[src/rtl/spi_sdi_frame_rx.sv]
// SPI-slave (mode 0) deserializer for the MCU->CPLD command link.
// Synchronizes the SPI pins into clk and publishes each good 64-bit frame as cmd/addr/data.
module spi_sdi_frame_rx #(
  parameter int SYNC_STAGES = 2,
  parameter int CMD_WIDTH   = 16,
  parameter int ADDR_WIDTH  = 8,
  parameter int DATA_WIDTH  = 40
) (
  input  logic                  clk,
  input  logic                  resetn,
  input  logic                  spi_sclk,
  input  logic                  spi_mosi,
  input  logic                  spi_cs_n,
  output logic [CMD_WIDTH-1:0]  spi_cmd_r,
  output logic [ADDR_WIDTH-1:0] spi_addr_r,
  output logic [DATA_WIDTH-1:0] spi_data_r,
  output logic                  spi_data_valid_r,
  output logic                  frame_err,
  output logic                  rx_busy
);

  localparam int FRAME_BITS = CMD_WIDTH + ADDR_WIDTH + DATA_WIDTH;
  localparam int CNT_W      = $clog2(FRAME_BITS + 2);
  localparam int FLUSH_W    = $clog2(SYNC_STAGES + 2);

  localparam logic [CNT_W-1:0]   CNT_FULL   = CNT_W'(FRAME_BITS);
  localparam logic [CNT_W-1:0]   CNT_SAT    = CNT_W'(FRAME_BITS + 1);
  localparam logic [FLUSH_W-1:0] FLUSH_DONE = FLUSH_W'(SYNC_STAGES + 1);

  typedef enum logic [1:0] {
    ST_IDLE,
    ST_SHIFT,
    ST_DONE
  } state_e;

  logic [SYNC_STAGES-1:0] sclk_sync_q, sclk_sync_d;
  logic [SYNC_STAGES-1:0] mosi_sync_q, mosi_sync_d;
  logic [SYNC_STAGES-1:0] cs_sync_q,   cs_sync_d;
  logic                   sclk_hist_q, sclk_hist_d;
  logic                   cs_hist_q,   cs_hist_d;
  logic [FLUSH_W-1:0]     flush_q,     flush_d;

  state_e                 state_q,     state_d;
  logic [FRAME_BITS-1:0]  shift_q,     shift_d;
  logic [CNT_W-1:0]       cnt_q,       cnt_d;
  logic [CMD_WIDTH-1:0]   cmd_q,       cmd_d;
  logic [ADDR_WIDTH-1:0]  addr_q,      addr_d;
  logic [DATA_WIDTH-1:0]  data_q,      data_d;
  logic                   valid_q,     valid_d;
  logic                   err_q,       err_d;
  logic                   busy_q,      busy_d;

  logic sclk_s, mosi_s, cs_s;
  logic sclk_rise, cs_rise, cs_fall;

  assign sclk_s = sclk_sync_q[SYNC_STAGES-1];
  assign mosi_s = mosi_sync_q[SYNC_STAGES-1];
  assign cs_s   = cs_sync_q[SYNC_STAGES-1];

  assign sclk_rise = sclk_s & ~sclk_hist_q;
  assign cs_rise   = cs_s & ~cs_hist_q;
  // The chain resets to "deselected", so a cs_n held low across reset would look like a
  // fresh fall once the pin value flushes through; falls are masked until that is over.
  assign cs_fall   = ~cs_s & cs_hist_q & (flush_q == FLUSH_DONE);

  always_comb begin
    sclk_sync_d = {sclk_sync_q[SYNC_STAGES-2:0], spi_sclk};
    mosi_sync_d = {mosi_sync_q[SYNC_STAGES-2:0], spi_mosi};
    cs_sync_d   = {cs_sync_q[SYNC_STAGES-2:0], spi_cs_n};
    sclk_hist_d = sclk_s;
    cs_hist_d   = cs_s;
    flush_d     = (flush_q == FLUSH_DONE) ? flush_q : flush_q + 1'b1;
  end

  always_comb begin
    // NOTE: every _d gets a default before the case so no path leaves it unassigned (no latches).
    state_d = state_q;
    shift_d = shift_q;
    cnt_d   = cnt_q;
    cmd_d   = cmd_q;
    addr_d  = addr_q;
    data_d  = data_q;
    valid_d = 1'b0;
    err_d   = 1'b0;
    busy_d  = ~cs_s;

    unique case (state_q)
      ST_IDLE: begin
        if (cs_fall) begin
          shift_d = '0;
          cnt_d   = '0;
          state_d = ST_SHIFT;
        end
      end

      ST_SHIFT: begin
        // Deselect wins over a coincident sclk edge; the pulses land in the DONE cycle.
        if (cs_rise) begin
          state_d = ST_DONE;
          if (cnt_q == CNT_FULL) begin
            cmd_d   = shift_q[FRAME_BITS-1 -: CMD_WIDTH];
            addr_d  = shift_q[DATA_WIDTH +: ADDR_WIDTH];
            data_d  = shift_q[DATA_WIDTH-1:0];
            valid_d = 1'b1;
          end else begin
            err_d   = 1'b1;
          end
        end else if (sclk_rise) begin
          shift_d = {shift_q[FRAME_BITS-2:0], mosi_s};
          cnt_d   = (cnt_q == CNT_SAT) ? cnt_q : cnt_q + 1'b1;
        end
      end

      ST_DONE: begin
        if (cs_fall) begin
          shift_d = '0;
          cnt_d   = '0;
          state_d = ST_SHIFT;
        end else begin
          state_d = ST_IDLE;
        end
      end

      default: state_d = ST_IDLE;
    endcase
  end

  always_ff @(posedge clk) begin
    // NOTE: non-blocking assignments here so every flop samples pre-edge values.
    if (!resetn) begin
      sclk_sync_q <= '0;
      mosi_sync_q <= '0;
      cs_sync_q   <= '1;
      sclk_hist_q <= 1'b0;
      cs_hist_q   <= 1'b1;
      flush_q     <= '0;
      state_q     <= ST_IDLE;
      shift_q     <= '0;
      cnt_q       <= '0;
      cmd_q       <= '0;
      addr_q      <= '0;
      data_q      <= '0;
      valid_q     <= 1'b0;
      err_q       <= 1'b0;
      busy_q      <= 1'b0;
    end else begin
      sclk_sync_q <= sclk_sync_d;
      mosi_sync_q <= mosi_sync_d;
      cs_sync_q   <= cs_sync_d;
      sclk_hist_q <= sclk_hist_d;
      cs_hist_q   <= cs_hist_d;
      flush_q     <= flush_d;
      state_q     <= state_d;
      shift_q     <= shift_d;
      cnt_q       <= cnt_d;
      cmd_q       <= cmd_d;
      addr_q      <= addr_d;
      data_q      <= data_d;
      valid_q     <= valid_d;
      err_q       <= err_d;
      busy_q      <= busy_d;
    end
  end

  assign spi_cmd_r        = cmd_q;
  assign spi_addr_r       = addr_q;
  assign spi_data_r       = data_q;
  assign spi_data_valid_r = valid_q;
  assign frame_err        = err_q;
  assign rx_busy          = busy_q;

endmodule

[config.mk]
export PLATFORM = sky130hd
export DESIGN_NAME = spi_sdi_frame_rx
export DESIGN_NICKNAME = d
export VERILOG_FILES = /design/src/rtl/spi_sdi_frame_rx.sv
export SDC_FILE = /design/constraint.sdc
export NUM_CORES = 1
export LEC_CHECK = 0
export BUFFER_PORTS_ARGS = -buffer_cell sky130_fd_sc_hd__buf_2
export CORE_AREA = 4 4 105 127
export DETAILED_ROUTE_END_ITERATION = 6
export DIE_AREA = 0 0 109 131
export PLACE_DENSITY_LB_ADDON = 0.1
export SYNTH_ARGS = -nofsm -noshare
export SYNTH_HDL_FRONTEND = slang
export SYNTH_SLANG_ARGS = --single-unit
[constraint.sdc]
create_clock -name clk -period 2.03 [get_ports clk]
set_input_delay 0.3045 -clock clk [delete_from_list [all_inputs] [get_ports clk]]
set_output_delay 0.3045 -clock clk [all_outputs]
set_load 0.02 [all_outputs]
Yosys cells after proc, flatten, opt, wreduce, memory -nomap -nowiden:

Cells that the tools add are included.

* add/subtract/negate cells: 2
* equal/unequal tests: 11
* mux-type cells: 15
* bitwise logic cells: 7
* reductions and logical operators: 8

Operators by type and width (count)
* $mux W64: 3
* $pmux W64 S2: 1
* $mux W7: 4
* $eq A7 B7 Y1 const B: 2
* $pmux W7 S2: 1
* $ne A2 B2 Y1 const B: 5
* $add A7 B1 Y7 const B: 1
* $pmux W2 S3: 1
* $reduce_and A3 Y1: 2
* $reduce_and A5 Y1: 1
* $and A1 B1 Y1: 4
* $eq A2 B2 Y1 const B: 2
* $mux W2: 2
* $reduce_and A4 Y1: 1
* $mux W1: 3
* $not A1 Y1: 3
* $add A2 B1 Y2 const B: 1
* $eq A2 B1 Y1 const B: 1
* $logic_not A2 Y1: 1
* $ne A2 B1 Y1 const B: 1
* $reduce_and A2 Y1: 1
* $reduce_bool A2 Y1: 1
* $reduce_or A2 Y1: 1

* register bits after elaboration: 150
* input bits: 5
* output and inout bits: 67
* word-level logic and storage cells: 58

Longest topological paths before layout:

* depth in word-level cells: 5
* depth in mapped cells: 8
* mapped depth without buffers: 6

Least setup slack after synthesis:

No wires, ideal clock.

* kind: flip-flop to flip-flop
* start: reg flush_q[0]
* end: reg cnt_q[3]
* arrival: 1469 ps
* required time: 1900 ps
* setup slack: 430 ps
* stages on the path, launching flop included: 8
* clock period less this slack: 1600 ps
* cells stage by stage: dfxtp_1 ha_1 nand4bb_4 o31a_1 buf_4 buf_6 o311ai_1 o31ai_1

* longest elaborated chain between the ends: 4

Ends and longest elaborated chain
* from (decl): line 41 `logic [FLUSH_W-1:0] flush_q, flush_d;`
* from (signal assigned): line 152 `flush_q <= flush_d;`
* $eq A2 B2 Y1: line 64 `assign cs_fall = ~cs_s & cs_hist_q & (flush_q == FLUSH_DONE);`
* $and A1 B1 Y1: line 64
* $ne A2 B1 Y1 (no line)
* $reduce_and A5 Y1 (no line)
* to (signal assigned): line 155 `cnt_q <= cnt_d;`
* to (decl): line 45 `logic [CNT_W-1:0] cnt_q, cnt_d;`

No other way between the ends.
A chain may end at the register's enable or synchronous reset.

Final worst setup path:

* start: reg cnt_q[0]
* end: reg data_q[5] (netlist: spi_data_r[5])

* longest elaborated chain between the ends: 2

Ends and longest elaborated chain
* $eq A7 B7 Y1: line 100 `if (cnt_q == CNT_FULL) begin`
* $reduce_and A3 Y1 (no line)
* to (signal assigned): line 158 `data_q <= data_d;`
* to (decl): line 48 `logic [DATA_WIDTH-1:0] data_q, data_d;`

No other way between the ends.

==> out/results.tsv <==
metric	value	unit
status	complete, no violations	
Reg area	3000	um2
post-CTS resize count	0	
Arrival @ worst endpoint	2.04	ns
number of synthesized flops with an enable pin	0	
layout cells sized above 1	0.341	
number of H-tree levels	4	
vias per inst	5.04	
CP Capture Type	flip-flop	
overall global routing resource usage	0.176	
fraction of registers with async set or reset after synthesis	0	
register area share after synthesis	0.505	
post-synth cell types	42	
NetSw	1.34	mW
max-slew violation total from the final report	0	
Synth Register Bits	150	
PD cells	941	nW/um2
Mapped Area	5950	um2
skew final	0.00603	ns
M1 WL	5270	um
Max VDD drop	0.556	mV
Routed met2 length	5760	um
Initial Util	0.494	
WP data required	2.38	ns
Yosys top cell area share	0.505	
Routed WL per cell	13.3	um
Max Freq	591	MHz
gr ovfl total	0	
global-route wire length before repair	20200	um
DRC viols	0	
Max Cap Viol	0	
synthesized area per cell	9.07	um2
min-delay worst type	in -> reg	
die width	109	um
internal power	5.18	mW
fill count	1101	
Switching Share	0.206	
commonest non-fill, non-tap cells in the layout	dfxtp_1 (149), nand2_1 (137), buf_2 (71), a21oi_1 (70), nand3_1 (69)	
CORE AREA	12100	um2
clock share of power	0.525	
CTS max path bufs	2	
synth warn	0	
Clock Sinks	150	
area of the multi-input gates	2560	um2
antenna cell count	0	
Synth-to-Final Area Change	16.5	%
commonest non-fill, non-tap cell in the layout	dfxtp_1	
routed vias	4432	
worst hold path cell count	2	
Final Power	6.52	mW
total CTS buffers	17	
Clock transition at path regs	0.06	ns
root buf cell	clkbuf_16	
DP HPWL	7280	um
post-route antenna net violation count	0	
Worst-Margin Slew	0.535	ns
largest net degree at the start of global routing	86	
final wirelength	11700	um
initial antenna violation count	0	
Port Buffers	71	
Final #Nets	715	
Leakage	2.42	nW
Clk Latency, worst-skew pair	0.41	ns
DR WL met3	509	um
syn nets	665	
Mapped Cells	656	
die area	14300	um2
die height	131	um
Synth area leaders	dfxtp_1 (50%), a21oi_2 (8.8%), nand2_1 (8.6%), nand2_2 (6.3%), a21oi_1 (5.9%)	
Rel. slew slack	0.643	
fin crit period	1.69	ns
CTS Hold Bufs	0	
row count	44	
Worst Path Max Fanout	33	
Comb pwr share	0.020	
Final period util	0.834	
Flop pwr share	0.455	
final estimated routing congestion in global placement	0.736	
reg2reg path depth	7	
CP Class	reg -> reg	
RSZ-0062 raised after global routing	false	
largest area contributor in the netlist	dfxtp_1	
CTS tree	yes	
Initial DRC Count	162	
buffer count from post-CTS setup fixing	0	
number of global-route vias before repair	4389	
1st-pass router iterations	4	
TNS Setup	0	ns
final hold slack	0.0691	ns
Main synth FF type	dfxtp_1	
element type at the critical path start	flip-flop	
Ports	72	
Finish-stage setup viols	0	
Final Hold Fails	0	
top layer in use	met4	
[critical path, stage by stage, from the launching register on]
cell,delay (ns)
dfxtp_1,0.42
inv_1,0.07
ha_1,0.18
nor2b_1,0.15
nand4_1,0.17
buf_4,0.35
nand2_1,0.13
a21oi_2,0.14
[routing by layer]
layer | global-route usage | vias to the layer above
met5 | 0 | -
met4 | 0.0698 | 0
met3 | 0.0408 | 13
met2 | 0.298 | 85
met1 | 0.216 | 2047
li1 | - | 2287
[metrics by stage]
| step | area, um2 | instances | util | worst slack [ns] |
|---|---|---|---|---|
| 2_1_floorplan | 5950 | 656 | - | 0.430 |
| 3_3_place_gp | 6280 | 848 | 0.521 | 0.400 |
| 3_5_place_dp | 6280 | 848 | 0.521 | 0.344 |
| 4_1_cts | 6930 | 880 | 0.575 | 0.337 |
| 5_1_grt | 6930 | 880 | 0.575 | 0.184 |
| 6_report | 6930 | 880 | 0.575 | 0.337 |
[cell families (layout without fill, tap and decap cells)]
group	Yosys count	count (layout)	share of synthesized area
DFF	150	150	0.505
and+or+nand+nor	297	297	0.247
muxes	2	2	0.00336
buffers and inverters	57	120	0.0662
xor gates and xnor gates	1	1	0.00147
AOI/OAI and AO/OA	145	145	0.169
adders and majority gates	4	4	0.00841
[registers in the layout (all words and copies together) (netlist names), 2 cells and up]
signal / cells
cnt_q: 7
mosi_sync_q: 2
spi_data_r: 40
sclk_sync_q: 2
state_q: 2
spi_cmd_r: 16
flush_q: 2
shift_q: 64
cs_sync_q: 2
spi_addr_r: 8
[cell type report]
class	instances	area share
Clock buffer	17	0.0614
Tap cell	161	0.0291
Multi-Input combinational cell	449	0.369
Clock inverter	15	0.0327
Inverter	5	0.00343
Sequential cell	150	0.433
Timing Repair Buffer	83	0.0715
[path summary, 6_finish.rpt]
| check | startpoint | endpoint | slack [ns] |
|---|---|---|---|
| setup reg to reg | cnt_q[0] | spi_data_r[5] | 0.34 |
| hold / removal | spi_cs_n | cs_sync_q[0] | 0.07 |
| setup / recovery | cnt_q[0] | spi_data_r[5] | 0.34 |
| hold reg to reg | cs_sync_q[0] | cs_sync_q[1] | 0.41 |
[synthesized netlist by cell type (3+ instances only)]
| master | instances |
|---|---|
| buf_12 | 7 |
| nor3_1 | 3 |
| a21oi_1 | 70 |
| inv_1 | 4 |
| nand3_1 | 69 |
| a21oi_2 | 60 |
| buf_6 | 7 |
| ha_1 | 4 |
| dfxtp_1 | 150 |
| clkbuf_1 | 30 |
| nand2b_1 | 4 |
| nand2_1 | 137 |
| buf_2 | 5 |
| nand2_2 | 60 |
| and2_1 | 7 |
| nor2_1 | 5 |
| o311ai_1 | 3 |
[power groups by stage]
stage | clock [mW] | sequential [mW] | combinational [mW]
after floorplan | 0 | 3.03 | 0.107
after global placement | 0 | 3.03 | 0.128
after detailed placement | 0 | 3.03 | 0.131
after CTS | 3.49 | 2.97 | 0.131
after global routing | 3.62 | 2.97 | 0.144
final | 3.43 | 2.97 | 0.129
Power figures use the tool's default switching activity.
